File: src/rtl/mac_pkg.sv
// Shared definitions for the MAC accumulator family.
// Holds the control FSM state encoding and the default datapath widths.
package mac_pkg;

   // Control FSM states
   typedef enum logic [1:0] {
      IDLE  = 2'd0,
      ACCUM = 2'd1,
      HOLD  = 2'd2
   } mac_state_e;

   // Default datapath widths
   localparam int unsigned PROD_W_DEF = 32;
   localparam int unsigned ACC_W_DEF  = 40;
   localparam int unsigned LEN_W_DEF  = 8;

endpackage : mac_pkg

File: src/rtl/mac_sat_adder.sv
// Combinational saturating accumulator adder.
// Adds an unsigned PROD_W addend to an ACC_W accumulator in ACC_W+1 bits.
// A carry out of ACC_W bits, or an already-set overflow, pins the result
// to all ones and raises ovf_out.
// Ports:
//   acc_in   in  ACC_W   current accumulator value
//   addend   in  PROD_W  unsigned value to add
//   ovf_in   in  1       overflow already seen earlier in the job
//   sum_out  out ACC_W   saturated sum
//   ovf_out  out 1       overflow seen up to and including this addition
module mac_sat_adder #(
   parameter int unsigned PROD_W = 32,
   parameter int unsigned ACC_W  = 40
) (
   input  logic [ACC_W-1:0]  acc_in,
   input  logic [PROD_W-1:0] addend,
   input  logic              ovf_in,
   output logic [ACC_W-1:0]  sum_out,
   output logic              ovf_out
);

   localparam int unsigned EXT_W = ACC_W + 1;

   logic [EXT_W-1:0] sum_ext;

   // One spare bit catches the carry out of the accumulator width
   always_comb begin
      sum_ext = {1'b0, acc_in} + EXT_W'(addend);
      ovf_out = sum_ext[ACC_W] | ovf_in;
      sum_out = ovf_out ? {ACC_W{1'b1}} : sum_ext[ACC_W-1:0];
   end

endmodule : mac_sat_adder

File: src/rtl/mac_accumulator.sv
// Sequential MAC accumulation stage.
// Sums a programmed number of unsigned products received over a
// valid/ready stream and presents the saturated sum with a sticky
// overflow flag on a registered valid/ready result port.
// Ports:
//   clk, rst_n    clock, asynchronous active-low reset
//   start,length  job request and beat count (sampled in IDLE only)
//   flush         synchronous abort back to IDLE, highest priority
//   in_valid/in_ready/in_prod       product input stream
//   out_valid/out_ready/out_sum/out_overflow  result handshake
//   busy          high whenever the block is not IDLE
module mac_accumulator
   import mac_pkg::*;
#(
   parameter int unsigned PROD_W = PROD_W_DEF,
   parameter int unsigned ACC_W  = ACC_W_DEF,
   parameter int unsigned LEN_W  = LEN_W_DEF
) (
   input  logic              clk,
   input  logic              rst_n,
   input  logic              start,
   input  logic [LEN_W-1:0]  length,
   input  logic              flush,
   input  logic              in_valid,
   output logic              in_ready,
   input  logic [PROD_W-1:0] in_prod,
   output logic              out_valid,
   input  logic              out_ready,
   output logic [ACC_W-1:0]  out_sum,
   output logic              out_overflow,
   output logic              busy
);

   mac_state_e       state_q, state_d;
   logic [ACC_W-1:0] acc_q, acc_d;
   logic             ovf_q, ovf_d;
   logic [LEN_W-1:0] rem_q, rem_d;
   logic             out_valid_q, out_valid_d;
   logic             busy_q, busy_d;

   logic             beat;
   logic [ACC_W-1:0] add_sum;
   logic             add_ovf;

   // Saturating adder for one accepted beat
   mac_sat_adder #(
      .PROD_W (PROD_W),
      .ACC_W  (ACC_W)
   ) u_sat_adder (
      .acc_in  (acc_q),
      .addend  (in_prod),
      .ovf_in  (ovf_q),
      .sum_out (add_sum),
      .ovf_out (add_ovf)
   );

   // Ready for the whole ACCUM state, suppressed while flushing
   assign in_ready = (state_q == ACCUM) && !flush;
   assign beat     = in_valid && in_ready;

   // Next-state and datapath update
   always_comb begin
      state_d = state_q;
      acc_d   = acc_q;
      ovf_d   = ovf_q;
      rem_d   = rem_q;

      unique case (state_q)
         IDLE: begin
            if (start) begin
               acc_d = '0;
               ovf_d = 1'b0;
               if (length != '0) begin
                  rem_d   = length;
                  state_d = ACCUM;
               end else begin
                  state_d = HOLD;
               end
            end
         end
         ACCUM: begin
            if (beat) begin
               acc_d = add_sum;
               ovf_d = add_ovf;
               rem_d = rem_q - LEN_W'(1);
               if (rem_q == LEN_W'(1)) begin
                  state_d = HOLD;
               end
            end
         end
         HOLD: begin
            if (out_ready) begin
               state_d = IDLE;
            end
         end
         default: begin
            state_d = IDLE;
         end
      endcase

      // Abort wins over start and every handshake in the same cycle
      if (flush) begin
         state_d = IDLE;
         acc_d   = '0;
         ovf_d   = 1'b0;
         rem_d   = '0;
      end

      // Status outputs registered from the next state
      out_valid_d = (state_d == HOLD);
      busy_d      = (state_d != IDLE);
   end

   // State and datapath registers
   always_ff @(posedge clk or negedge rst_n) begin
      if (!rst_n) begin
         state_q     <= IDLE;
         acc_q       <= '0;
         ovf_q       <= 1'b0;
         rem_q       <= '0;
         out_valid_q <= 1'b0;
         busy_q      <= 1'b0;
      end else begin
         state_q     <= state_d;
         acc_q       <= acc_d;
         ovf_q       <= ovf_d;
         rem_q       <= rem_d;
         out_valid_q <= out_valid_d;
         busy_q      <= busy_d;
      end
   end

   assign out_valid    = out_valid_q;
   assign out_sum      = acc_q;
   assign out_overflow = ovf_q;
   assign busy         = busy_q;

endmodule : mac_accumulator

File: config.mk
export PLATFORM = sky130hd
export DESIGN_NAME = mac_accumulator
export DESIGN_NICKNAME = d
export VERILOG_FILES = /design/src/rtl/mac_pkg.sv /design/src/rtl/mac_sat_adder.sv /design/src/rtl/mac_accumulator.sv
export SDC_FILE = /design/constraint.sdc
export NUM_CORES = 1
export LEC_CHECK = 0
export CAP_MARGIN = 20
export CORE_UTILIZATION = 40
export DETAILED_ROUTE_END_ITERATION = 16
export PLACE_DENSITY = 0.67
export SLEW_MARGIN = 10
export SYNTH_ARGS = -nofsm -noshare
export SYNTH_HDL_FRONTEND = slang
export SYNTH_SLANG_ARGS = --single-unit
export TNS_END_PERCENT = 30
File: constraint.sdc
create_clock -name clk -period 7 [get_ports clk]
set_clock_uncertainty 0.05 [all_clocks]
set_input_delay 2.1 -clock clk [delete_from_list [all_inputs] [get_ports clk]]
set_output_delay 2.1 -clock clk [all_outputs]
set_load 0.01 [all_outputs]
### Word level (Yosys, flattened, before mapping)

Cells that the tools add are included.
W data, S select, Z words.

| storage, ports and cells | value |
|---|---|
| bits in registers | 53 |
| bits in latches | 0 |
| memory bits (writable) | 0 |
| ROM bits | 0 |
| bits of input ports | 46 |
| output and inout bits | 44 |
| logic and storage cells | 46 |
| memories | 0 |

| operators by class | value |
|---|---|
| add/sub/neg operators | 2 |
| multipliers | 0 |
| divide/modulo/power cells | 0 |
| $lt $le $gt $ge | 0 |
| equal/unequal tests | 7 |
| shift operators | 0 |
| multiplexer cells | 21 |
| bitwise logic cells | 1 |
| reductions and logical operators | 9 |

Operators by type and width:

| cell | number |
|---|---|
| $mux W40 | 4 |
| $pmux W40 S2 | 1 |
| $add A40 B32 Y41 | 1 |
| $mux W8 | 4 |
| $pmux W8 S2 | 1 |
| $mux W2 | 6 |
| $ne A3 B3 Y1 const B | 3 |
| $eq A8 B1 Y1 const B | 1 |
| $reduce_bool A8 Y1 | 1 |
| $sub A8 B1 Y8 const B | 1 |
| $pmux W2 S3 | 1 |
| $eq A2 B2 Y1 const B | 2 |
| $reduce_and A4 Y1 | 1 |
| $mux W1 | 3 |
| $reduce_and A3 Y1 | 1 |
| $reduce_bool A3 Y1 | 1 |
| $eq A2 B1 Y1 const B | 1 |
| $logic_and A1 B1 Y1 | 2 |
| $logic_not A2 Y1 | 1 |
| $pmux W1 S2 | 1 |
| $reduce_bool A2 Y1 | 1 |
| $logic_not A1 Y1 | 1 |
| $or A1 B1 Y1 | 1 |

### Longest topological paths before layout

Gate-level depths: netlist of the first run.

| depth | value |
|---|---|
| depth in word-level cells | 7 |
| depth in mapped cells | 12 |
| gate-level depth less buffers | 10 |

### Cells and area by module

A second synthesis of the first run with hierarchy kept.

| unflattened totals | value |
|---|---|
| cells, all modules | 480 |
| area, all modules | 4290.4 um2 |

By module, submodules not included:

| module | instances | cells an instance | area each (um2) | sequential area each (um2) |
|---|---|---|---|---|
| mac_accumulator | 1 | 166 | 2193.4 | 1326.3 |
| mac_sat_adder | 1 | 314 | 2097.0 | 0.0 |

### Worst setup path after synthesis of the first run

OpenSTA, ideal clock, no wires.

| timing path | value |
|---|---|
| path kind | in2reg |
| from | input in_prod[0] |
| to | register acc_q[33], in the netlist out_sum[33] |
| library setup time | 0.138 ns |
| arrival time | 4.639 ns |
| data required time | 6.812 ns |
| setup slack | 2.173 ns |
| stages | 11 |
| path buffers | 1 |
| path through | ha_1 > fa_1 > a211oi_2 > nor4b_2 > a2111oi_4 > a211o_1 > a31oi_4 > a41o_1 > buf_6 > a221oi_1 > o211ai_1 |

| between the ends | value |
|---|---|
| longest elaborated chain between the ends | 6 |

RTL lines:

| what | RTL line | RTL |
|---|---|---|
| from (decl) | mac_accumulator.sv:26 | `input logic [PROD_W-1:0] in_prod,` |
| $add A40 B32 Y41 * | mac_sat_adder.sv:28 | `sum_ext = {1'b0, acc_in} + EXT_W'(addend);` |
| $or A1 B1 Y1 | mac_sat_adder.sv:29 | `ovf_out = sum_ext[ACC_W] \| ovf_in;` |
| $mux W40 * | mac_sat_adder.sv:30 | `sum_out = ovf_out ? {ACC_W{1'b1}} : sum_ext[ACC_W-1:0];` |
| $mux W40 * | mac_accumulator.sv:82 | `if (beat) begin` |
| $pmux W40 S2 * | mac_accumulator.sv:68 | `unique case (state_q)` |
| $mux W40 * | mac_accumulator.sv:102 | `if (flush) begin` |
| to (signal assigned) | mac_accumulator.sv:118 | `acc_q <= '0;` |
| to (signal assigned) | mac_accumulator.sv:125 | `acc_q <= acc_d;` |
| to (decl) | mac_accumulator.sv:35 | `logic [ACC_W-1:0] acc_q, acc_d;` |

Every way passes the cells marked *; elsewhere a longest branch is shown, timed or not. The select of a mux whose other input is x is not followed.
A chain may end at the register's enable or synchronous reset.

### Worst setup path after layout of the first run

| timing path | value |
|---|---|
| from | input flush |
| to | output in_ready |

| between the ends | value |
|---|---|
| longest elaborated chain between the ends | 2 |

RTL lines:

| what | RTL line | RTL |
|---|---|---|
| from (decl) | mac_accumulator.sv:23 | `input logic flush,` |
| $logic_not A1 Y1 | mac_accumulator.sv:58 | `assign in_ready = (state_q == ACCUM) && !flush;` |
| $logic_and A1 B1 Y1 | mac_accumulator.sv:58 |  |
| to (decl) | mac_accumulator.sv:25 | `output logic in_ready,` |

No other way between the ends.

==> reports/qor.yml, run 1 <==
cp_data_arrival_time_ns: 3.75
status: "finished, final reports clean"
cts_tree: "done"
drcViolationCount: 0
io_buffers: 89
holdPathStages: 2
cts_setup_buffers: 0
core_area_um2: 10500
slew_violations: 0
fin_setup_tns_ns: 0
syn-instance-count: 541
synth.distinct_cells: 63
slew_headroom_pct: 46.2
ir_worst_vdd_mv: 0.0765
hold_viol_final: 0
first_pass_iters: 4
synth_seq_area_share_pct: 30.4
crit_required_ns: 4.85
fin_total_pwr_uw: 790
reg2reg_depth: 11
cap_violations: 0
vias_per_cell: 5.79
cts_made_buffers: 5
antenna_cells: 0
hp-start: "out_sum[0]$_DFFE_PN0P_"
ys_ff_latch: 53
synth.cell_area_um2: 4370
root_buffer: "clkbuf_8"
ys.flop_type: "dfrtp_1"
hold-worst-slack_ns: 0.461
wl_per_cell_um: 15.8
grtUsageTotal_pct: 21.5
synthArstFlopShare_pct: 100
drt-total-wl_mm: 11.9
layout-drive-gt1-share_pct: 5.18
dieArea_um2: 11300
fin_nets: 698
worst_pin_slew_ns: 0.805
finalSetupViolations: 0
grt-ovfl-total: 0
synth_edf_count: 0
ios: 90
ctsResizeCount: 0
end_kind: "primary output"
grt_start_max_net_pins: 54
cpPeakStageDelay_ns: 0.63
detail-route-antenna-nets: 0
synthToLayoutAreaGrowth_pct: 24.8
drtIter0Drc: 174
crit_buf_inv: 2
syn_area_per_cell_um2: 8.07
dpl_worst_slack_ns: 1.10
rsz0062_at_grt: "false"
hp-class: "reg2reg"
setup_ws_ns: 1.10
r2r_end: "out_sum[33]$_DFFE_PN0P_"
worstSetupStartpointType: "input port"
whs_endpoint: "out_sum[0]$_DFFE_PN0P_"
postLayoutCellArea_um2: 5450
reg2reg_slack_ns: 3.25
worstPathMaxFanout: 10
grt_pass1_wl_mm: 20.0
initial_core_util_pct: 41.7
die_width_um: 106
syn-num-nets: 622
insertion_delay_ns: 0.31
dr_total_vias: 4367
p_per_area_nw_per_um2: 145
crit_family: "buffers and inverters"
multi_input_area_um2: 2860
synth_warnings: 0
regArea_um2: 1330
hold_buffers: 0
leakagePower_nw: 2.49
clock_path_buffers: 2
critPathKind: "in2out"
place_area_um2: 5330
cp_slowest_cell: "clkdlybuf4s50_1"
dp_hpwl_mm: 8.80
worstPathCellList: "clkdlybuf4s50_1 -> nor2_1 -> clkdlybuf4s50_1"
crit_top_cell: "clkdlybuf4s50_1"
routabilityCongestion: 0.901
antenna_found_initial: 0
fp-row-count: 37
grt_pass1_vias: 4229
fin_crit_ns: 5.90
r2r_start: "out_sum[0]$_DFFE_PN0P_"
clkSlewWorstSetupHoldPaths_ns: 0.11
fmax_ghz: 0.170
fillers: 1012
cts_sinks: 53
die_y_um: 106
cts_max_level: 2
final.period_utilization_pct: 84.3
-- synth_stat cells (2+ instances only) --
cell type  number  share of area [%]
ha_1           34                9.7
a21o_1         11                1.9
nand3_1        13                1.5
nor2_1         30                2.6
or2_2           3               0.43
nand2b_1        3               0.43
and3_1          3               0.43
o22ai_1         3               0.43
nand4_1         7                1.0
a22oi_1         2               0.34
nor3b_1         4               0.69
clkbuf_1       19                1.6
and2_1          5               0.72
nor2b_1         4               0.57
o21a_1          6                1.0
a221oi_1        3               0.60
a21oi_1        46                5.3
o21bai_1        4               0.69
xor2_1          5                1.0
o211a_1         3               0.69
a31oi_1         6               0.86
o41ai_1         2               0.40
a2111oi_0       3               0.60
a211o_1         4               0.80
o21ai_1        14                1.6
nor4_1          5               0.72
and3_4          2               0.52
buf_6           5                1.3
o31ai_1         4               0.69
o21ai_0        53                6.1
xnor2_1        17                3.4
dfrtp_1        53                 30
or3_1           8                1.1
nand2_1        92                7.9
nor3_1          8               0.92
inv_1          14                1.2
o31a_1          3               0.60
o2111ai_1       3               0.60
o211ai_1        8                1.4
a211oi_1        6                1.0
-- metrics by stage --
step | instances | utilization [%]
2_1_floorplan | 541 | -
3_3_place_gp | 746 | 50.9
3_5_place_dp | 746 | 50.9
4_1_cts | 754 | 52.1
5_1_grt | 754 | 52.1
6_report | 754 | 52.1
-- layer usage --
metal / vias up / GRT usage, % / part of all wire, %
met2: 139 / 34.9 / 45
li1: 2141 / - / -
met5: - / 0 / 0
met1: 2071 / 29.9 / 47
met3: 16 / 2.94 / 6.2
met4: 0 / 6.16 / 1.5
-- final cells by class --
class / count / area share (%)
well taps: 136 / 3.12
repair buffers: 94 / 16.9
clock buffers: 6 / 1.52
multi-input cells: 449 / 52.4
clock inverters: 2 / 0.689
flip-flops and latches: 53 / 24.3
inverters: 14 / 0.964
-- where the power goes --
part | switching (mW) | internal, mW
sequential | 0.0156 | 0.321
clock | 0.108 | 0.117
combinational | 0.125 | 0.104
total | 0.248 | 0.542
-- placed cells by master (no fill, tap or decap), drive strengths merged, types with 11 or more instances in the layout --
master | synthesis | final
dfrtp | 53 | 53
xnor2 | 17 | 17
clkdlybuf4s50 | 0 | 88
inv | 14 | 14
nand3 | 13 | 13
nand2 | 93 | 93
nor2 | 30 | 30
ha | 34 | 34
a21oi | 46 | 46
o21ai | 67 | 67
a21o | 11 | 11
-- logic make-up (layout without fill, tap and decap cells) --
logic type / after synthesis / count (layout) / share of synthesized area, %
mux: 2 / 2 / 0.487
flops: 53 / 53 / 30.4
compound gates: 197 / 197 / 29.5
xor+xnor: 22 / 22 / 4.41
fa+ha+maj: 35 / 35 / 10.2
buf+inv: 39 / 116 / 4.24
simple gates: 193 / 193 / 20.8
-- flip-flops by register name (all words and copies together) (netlist names) --
name	flops
out_sum	40
rem_q	8
state_q	2
busy	1
out_overflow	1
out_valid	1
-- worst register-to-register path: cells and delay by family, from the launching register on --
family | cells | cell delay (ns)
AOI/OAI and AO/OA | 7 | 2.08
adders and majority gates | 2 | 0.66
buffers and inverters | 1 | 0.32
DFF | 1 | 0.41
and+or+nand+nor | 1 | 0.11
-- worst max-delay path by stage --
stage,startpoint,to,cells past startpoint
2_1_floorplan,in_prod[0],out_sum[33]$_DFFE_PN0P_,11
3_3_place_gp,flush,in_ready,3
3_5_place_dp,in_prod[0],out_sum[33]$_DFFE_PN0P_,12
4_1_cts,flush,in_ready,3
5_1_grt,flush,in_ready,3
6_report,flush,in_ready,3
Power figures use the tool's default switching activity.
==> run 2, diff against run 1 <==
--- a/config.mk
+++ b/config.mk
@@ -8,7 +8,7 @@
 export CAP_MARGIN = 20
 export CORE_UTILIZATION = 40
 export DETAILED_ROUTE_END_ITERATION = 16
-export PLACE_DENSITY = 0.67
+export PLACE_DENSITY = 0.69
 export SLEW_MARGIN = 10
 export SYNTH_ARGS = -nofsm -noshare
 export SYNTH_HDL_FRONTEND = slang
==> constraint.sdc (replaced) <==
create_clock -name clk -period 4.88 [get_ports clk]
set_clock_uncertainty 0.05 [all_clocks]
set_input_delay 1.464 -clock clk [delete_from_list [all_inputs] [get_ports clk]]
set_output_delay 1.464 -clock clk [all_outputs]
set_load 0.01 [all_outputs]
==> reports/qor.yml, run 2 (synthesis gave the netlist of run 1 again) <==
routabilityCongestion: 0.950
cts_made_buffers: 5
status: "finished, final reports clean"
grtUsageTotal_pct: 21.8
fin_nets: 704
end_kind: "register"
ctsResizeCount: 0
drt-total-wl_mm: 11.9
worst_pin_slew_ns: 0.810
grt_pass1_vias: 4177
hp-class: "reg2reg"
cts_max_level: 2
fp-row-count: 37
fmax_ghz: 0.227
drtIter0Drc: 227
antenna_cells: 0
fin_setup_tns_ns: 0
largest_register_ffs: 40
hold_viol_final: 0
grt_start_max_net_pins: 41
worstPathMaxFanout: 19
detail-route-antenna-nets: 0
drcViolationCount: 0
core_area_um2: 10500
grt_pass1_wl_mm: 20.1
grt-ovfl-total: 0
initial_core_util_pct: 41.7
insertion_delay_ns: 0.31
clock_path_buffers: 2
fillers: 1038
root_buffer: "clkbuf_8"
die_y_um: 106
antenna_found_initial: 0
io_buffers: 89
p_per_area_nw_per_um2: 207
dieArea_um2: 11300
critPathKind: "in2reg"
fin_total_pwr_mw: 1.14
cp_data_arrival_time_ns: 4.52
mostFrequentLayoutCells: "nand2_1, clkdlybuf4s50_1, o21ai_0, dfrtp_1, a21oi_1"
fin_crit_ns: 4.40
final.period_utilization_pct: 90.2
first_pass_iters: 5
dr_total_vias: 4344
dp_hpwl_mm: 9.03
die_width_um: 106
synthToLayoutAreaGrowth_pct: 25.8
hold_buffers: 0
slew_violations: 0
place_area_um2: 5380
cts_setup_buffers: 0
worstSetupStartpointType: "input port"
final_common_cell: "nand2_1"
postLayoutCellArea_um2: 5500
cts_sinks: 53
finalSetupViolations: 0
slew_headroom_pct: 45.9
leakagePower_nw: 2.52
layout-drive-gt1-share_pct: 6.09
wl_per_cell_um: 15.7
ios: 90
cts_tree: "done"
ir_worst_vdd_mv: 0.132
crit_required_ns: 5.00
clkSlewWorstSetupHoldPaths_ns: 0.10
rsz0062_at_grt: "false"
vias_per_cell: 5.72
cap_violations: 0
run 2: cell count changes in the layout (fill, tap and decap cells not counted), sizes merged:
cell  before  now
buf        6   12
run 2: critical path, cell delays in order:
cell and delay [ns]:
clkdlybuf4s50_1 0.44, ha_1 0.25, fa_1 0.43, a211oi_2 0.29, nor4b_2 0.10, a2111oi_4 0.35
a211o_1 0.23, a31oi_4 0.09, a41o_1 0.34, buf_4 0.24, nor3b_1 0.19, o21ai_0 0.09
run 2: metal layers:
metal  GRT usage [%]  vias to the layer above  part of all wire, %
li1                -                     2152                    -
met1            31.1                     2076                   48
met2            36.0                      112                   46
met3            2.76                        4                  4.7
met4            3.13                        0                 0.44
met5               0                        -                    0
run 2: worst paths after layout:
check	from	to	slack, ns	depth (start not counted)
min in group asynchronous	rst_n	state_q[1]$_DFF_PN0_	1.11	1
hold reg to reg	out_sum[8]$_DFFE_PN0P_	out_sum[8]$_DFFE_PN0P_	0.46	2
hold / removal	out_sum[8]$_DFFE_PN0P_	out_sum[8]$_DFFE_PN0P_	0.46	2
max in group asynchronous	rst_n	rem_q[3]$_DFFE_PN0P_	2.87	2
setup reg to reg	out_sum[0]$_DFFE_PN0P_	out_sum[17]$_DFFE_PN0P_	1.66	11
setup / recovery	in_prod[0]	out_sum[17]$_DFFE_PN0P_	0.48	12
run 2: stage by stage:
| step | util, % | std cells | hold WS, ns | setup slack, ns |
|---|---|---|---|---|
| 2_1_floorplan | - | 541 | 0.420 | 0.689 |
| 3_3_place_gp | 51.4 | 752 | 0.438 | 0.192 |
| 3_5_place_dp | 51.4 | 752 | 0.438 | 0.147 |
| 4_1_cts | 52.5 | 760 | 0.467 | 0.477 |
| 5_1_grt | 52.5 | 760 | 0.485 | 0.316 |
| 6_report | 52.5 | 760 | 0.457 | 0.476 |
run 2: final cells by class:
type,instances,area [µm²],area share (%)
inverters,14,52.6,0.956
flip-flops and latches,53,1330,24.1
repair buffers,100,968,17.6
clock inverters,2,37.5,0.683
clock buffers,6,82.6,1.50
well taps,136,170,3.10
multi-input cells,449,2860,52.0
run 2: power by group:
group | switching, mW | internal (mW)
sequential | 0.0237 | 0.461
clock | 0.156 | 0.167
combinational | 0.178 | 0.151
==> run 3, diff against run 2 <==
--- a/config.mk
+++ b/config.mk
@@ -6,9 +6,11 @@
 export NUM_CORES = 1
 export LEC_CHECK = 0
 export CAP_MARGIN = 20
-export CORE_UTILIZATION = 40
+export CELL_PAD_IN_SITES_DETAIL_PLACEMENT = 1
+export CELL_PAD_IN_SITES_GLOBAL_PLACEMENT = 2
+export CORE_UTILIZATION = 27
 export DETAILED_ROUTE_END_ITERATION = 16
-export PLACE_DENSITY = 0.69
+export PLACE_DENSITY = 0.78
 export SLEW_MARGIN = 10
 export SYNTH_ARGS = -nofsm -noshare
 export SYNTH_HDL_FRONTEND = slang
==> reports/qor.yml, run 3 (synthesis gave the netlist of run 1 again) <==
status: "finished, final reports clean"
final.period_utilization_pct: 92.7
io_buffers: 89
fillers: 1894
synthToLayoutAreaGrowth_pct: 29.0
fmax_ghz: 0.221
mostFrequentLayoutCells: "nand2_1, clkdlybuf4s50_1, o21ai_0, dfrtp_1, a21oi_1"
dp_hpwl_mm: 11.1
cts_tree: "done"
largest_register_ffs: 40
die_y_um: 129
cts_setup_buffers: 0
worstSetupStartpointType: "input port"
final_common_cell: "nand2_1"
dieArea_um2: 16700
hold_buffers: 0
multi_input_area_um2: 2860
reg2reg_slack_ns: 1.55
slew_violations: 0
end_kind: "register"
routabilityCongestion: 0.818
reg2reg_depth: 11
critPathKind: "in2reg"
cts_made_buffers: 5
wl_per_cell_um: 17.1
core_area_um2: 15800
fin_crit_ns: 4.52
grtUsageTotal_pct: 18.2
root_buffer: "clkbuf_16"
regArea_um2: 1330
dr_total_vias: 4394
ir_worst_vdd_mv: 0.120
crit_required_ns: 4.98
grt-ovfl-total: 0
cap_violations: 0
cts_sinks: 53
hp-class: "reg2reg"
clock_path_buffers: 2
antenna_found_initial: 0
p_per_area_nw_per_um2: 215
grt_start_max_net_pins: 41
insertion_delay_ns: 0.31
vias_per_cell: 5.22
fp-row-count: 46
hold-worst-slack_ns: 0.468
r2r_end: "out_sum[17]$_DFFE_PN0P_"
rsz0062_at_grt: "false"
worst_pin_slew_ns: 0.873
fin_nets: 705
drtIter0Drc: 216
setup_ws_ns: 0.358
hold_viol_final: 0
ctsResizeCount: 0
clkSlewWorstSetupHoldPaths_ns: 0.08
initial_core_util_pct: 27.6
drcViolationCount: 0
slew_headroom_pct: 41.8
first_pass_iters: 4
cp_data_arrival_time_ns: 4.62
finalSetupViolations: 0
worstSetupStartpoint: "in_prod[0]"
antenna_cells: 0
cts_max_level: 2
die_width_um: 129
ios: 90
r2r_start: "out_sum[0]$_DFFE_PN0P_"
worstPathMaxFanout: 13
grt_pass1_vias: 4714
leakagePower_nw: 2.54
detail-route-antenna-nets: 0
layout-drive-gt1-share_pct: 6.24
dpl_worst_slack_ns: 0.0188
drt-total-wl_mm: 14.4
fin_setup_tns_ns: 0
crit_end: "out_sum[17]$_DFFE_PN0P_"
grt_pass1_wl_mm: 24.0
==> run 3: changes by cell type in the layout (fill, tap and decap cells not counted), sizes merged <==
cell / delta
bufinv: -1
buf: +1
clkinvlp: -1
clkinv: +2
clkbuf: -1
inv: +1
==> run 3: layer usage <==
metal  share of wire (%)  wire, µm  GRT usage [%]
met2                  47      6700           31.0
met5                   0         0              0
met3                 3.1       447           2.77
met4                 1.2       169           4.36
met1                  49      7040           24.2
==> run 3: power breakdown <==
group,leakage [nW],internal (mW),switching [mW]
logic,1.74,0.152,0.187
registers,0.725,0.461,0.0236
clock network,0.0744,0.195,0.195
total,2.54,0.808,0.405
==> run 3: critical path, stage by stage <==
cell and delay, ns:
clkdlybuf4s50_1 0.44, ha_1 0.24, fa_1 0.43, a211oi_2 0.31
nor4b_2 0.10, a2111oi_4 0.36, a211o_1 0.22, a31oi_4 0.09
a41o_1 0.37, buf_4 0.24, nor3b_1 0.21, o21ai_0 0.12
==> run 3: final cells by class <==
| cell class | count | share of cell area [%] |
|---|---|---|
| Multi-Input combinational cell | 449 | 50.7 |
| Sequential cell | 53 | 23.5 |
| Timing Repair Buffer | 101 | 17.3 |
| Tap cell | 216 | 4.80 |
| Clock buffer | 5 | 2.22 |
| Inverter | 14 | 0.933 |
| Clock inverter | 3 | 0.466 |
==> run 3: per-stage QoR <==
stage | power (mW) | std cells | util (%) | area (µm²)
after CTS | 1.23 | 841 | 35.6 | 5630
after global placement | 0.826 | 833 | 34.6 | 5480
after floorplan | 0.692 | 541 | - | 4370
after detailed placement | 0.833 | 833 | 34.6 | 5480
final | 1.21 | 841 | 35.6 | 5630
after global routing | 1.29 | 841 | 35.6 | 5630
==> run 3: worst min path at each step <==
stage / depth (start not counted) / start / slack (ns) / to
final: 2 / out_sum[19]$_DFFE_PN0P_ / 0.47 / out_sum[19]$_DFFE_PN0P_
after global routing: 2 / out_sum[7]$_DFFE_PN0P_ / 0.51 / out_sum[7]$_DFFE_PN0P_
after CTS: 2 / out_sum[19]$_DFFE_PN0P_ / 0.48 / out_sum[19]$_DFFE_PN0P_
after detailed placement: 2 / out_sum[6]$_DFFE_PN0P_ / 0.45 / out_sum[6]$_DFFE_PN0P_
after global placement: 2 / out_sum[8]$_DFFE_PN0P_ / 0.44 / out_sum[8]$_DFFE_PN0P_
after floorplan: 2 / rem_q[3]$_DFFE_PN0P_ / 0.42 / rem_q[3]$_DFFE_PN0P_
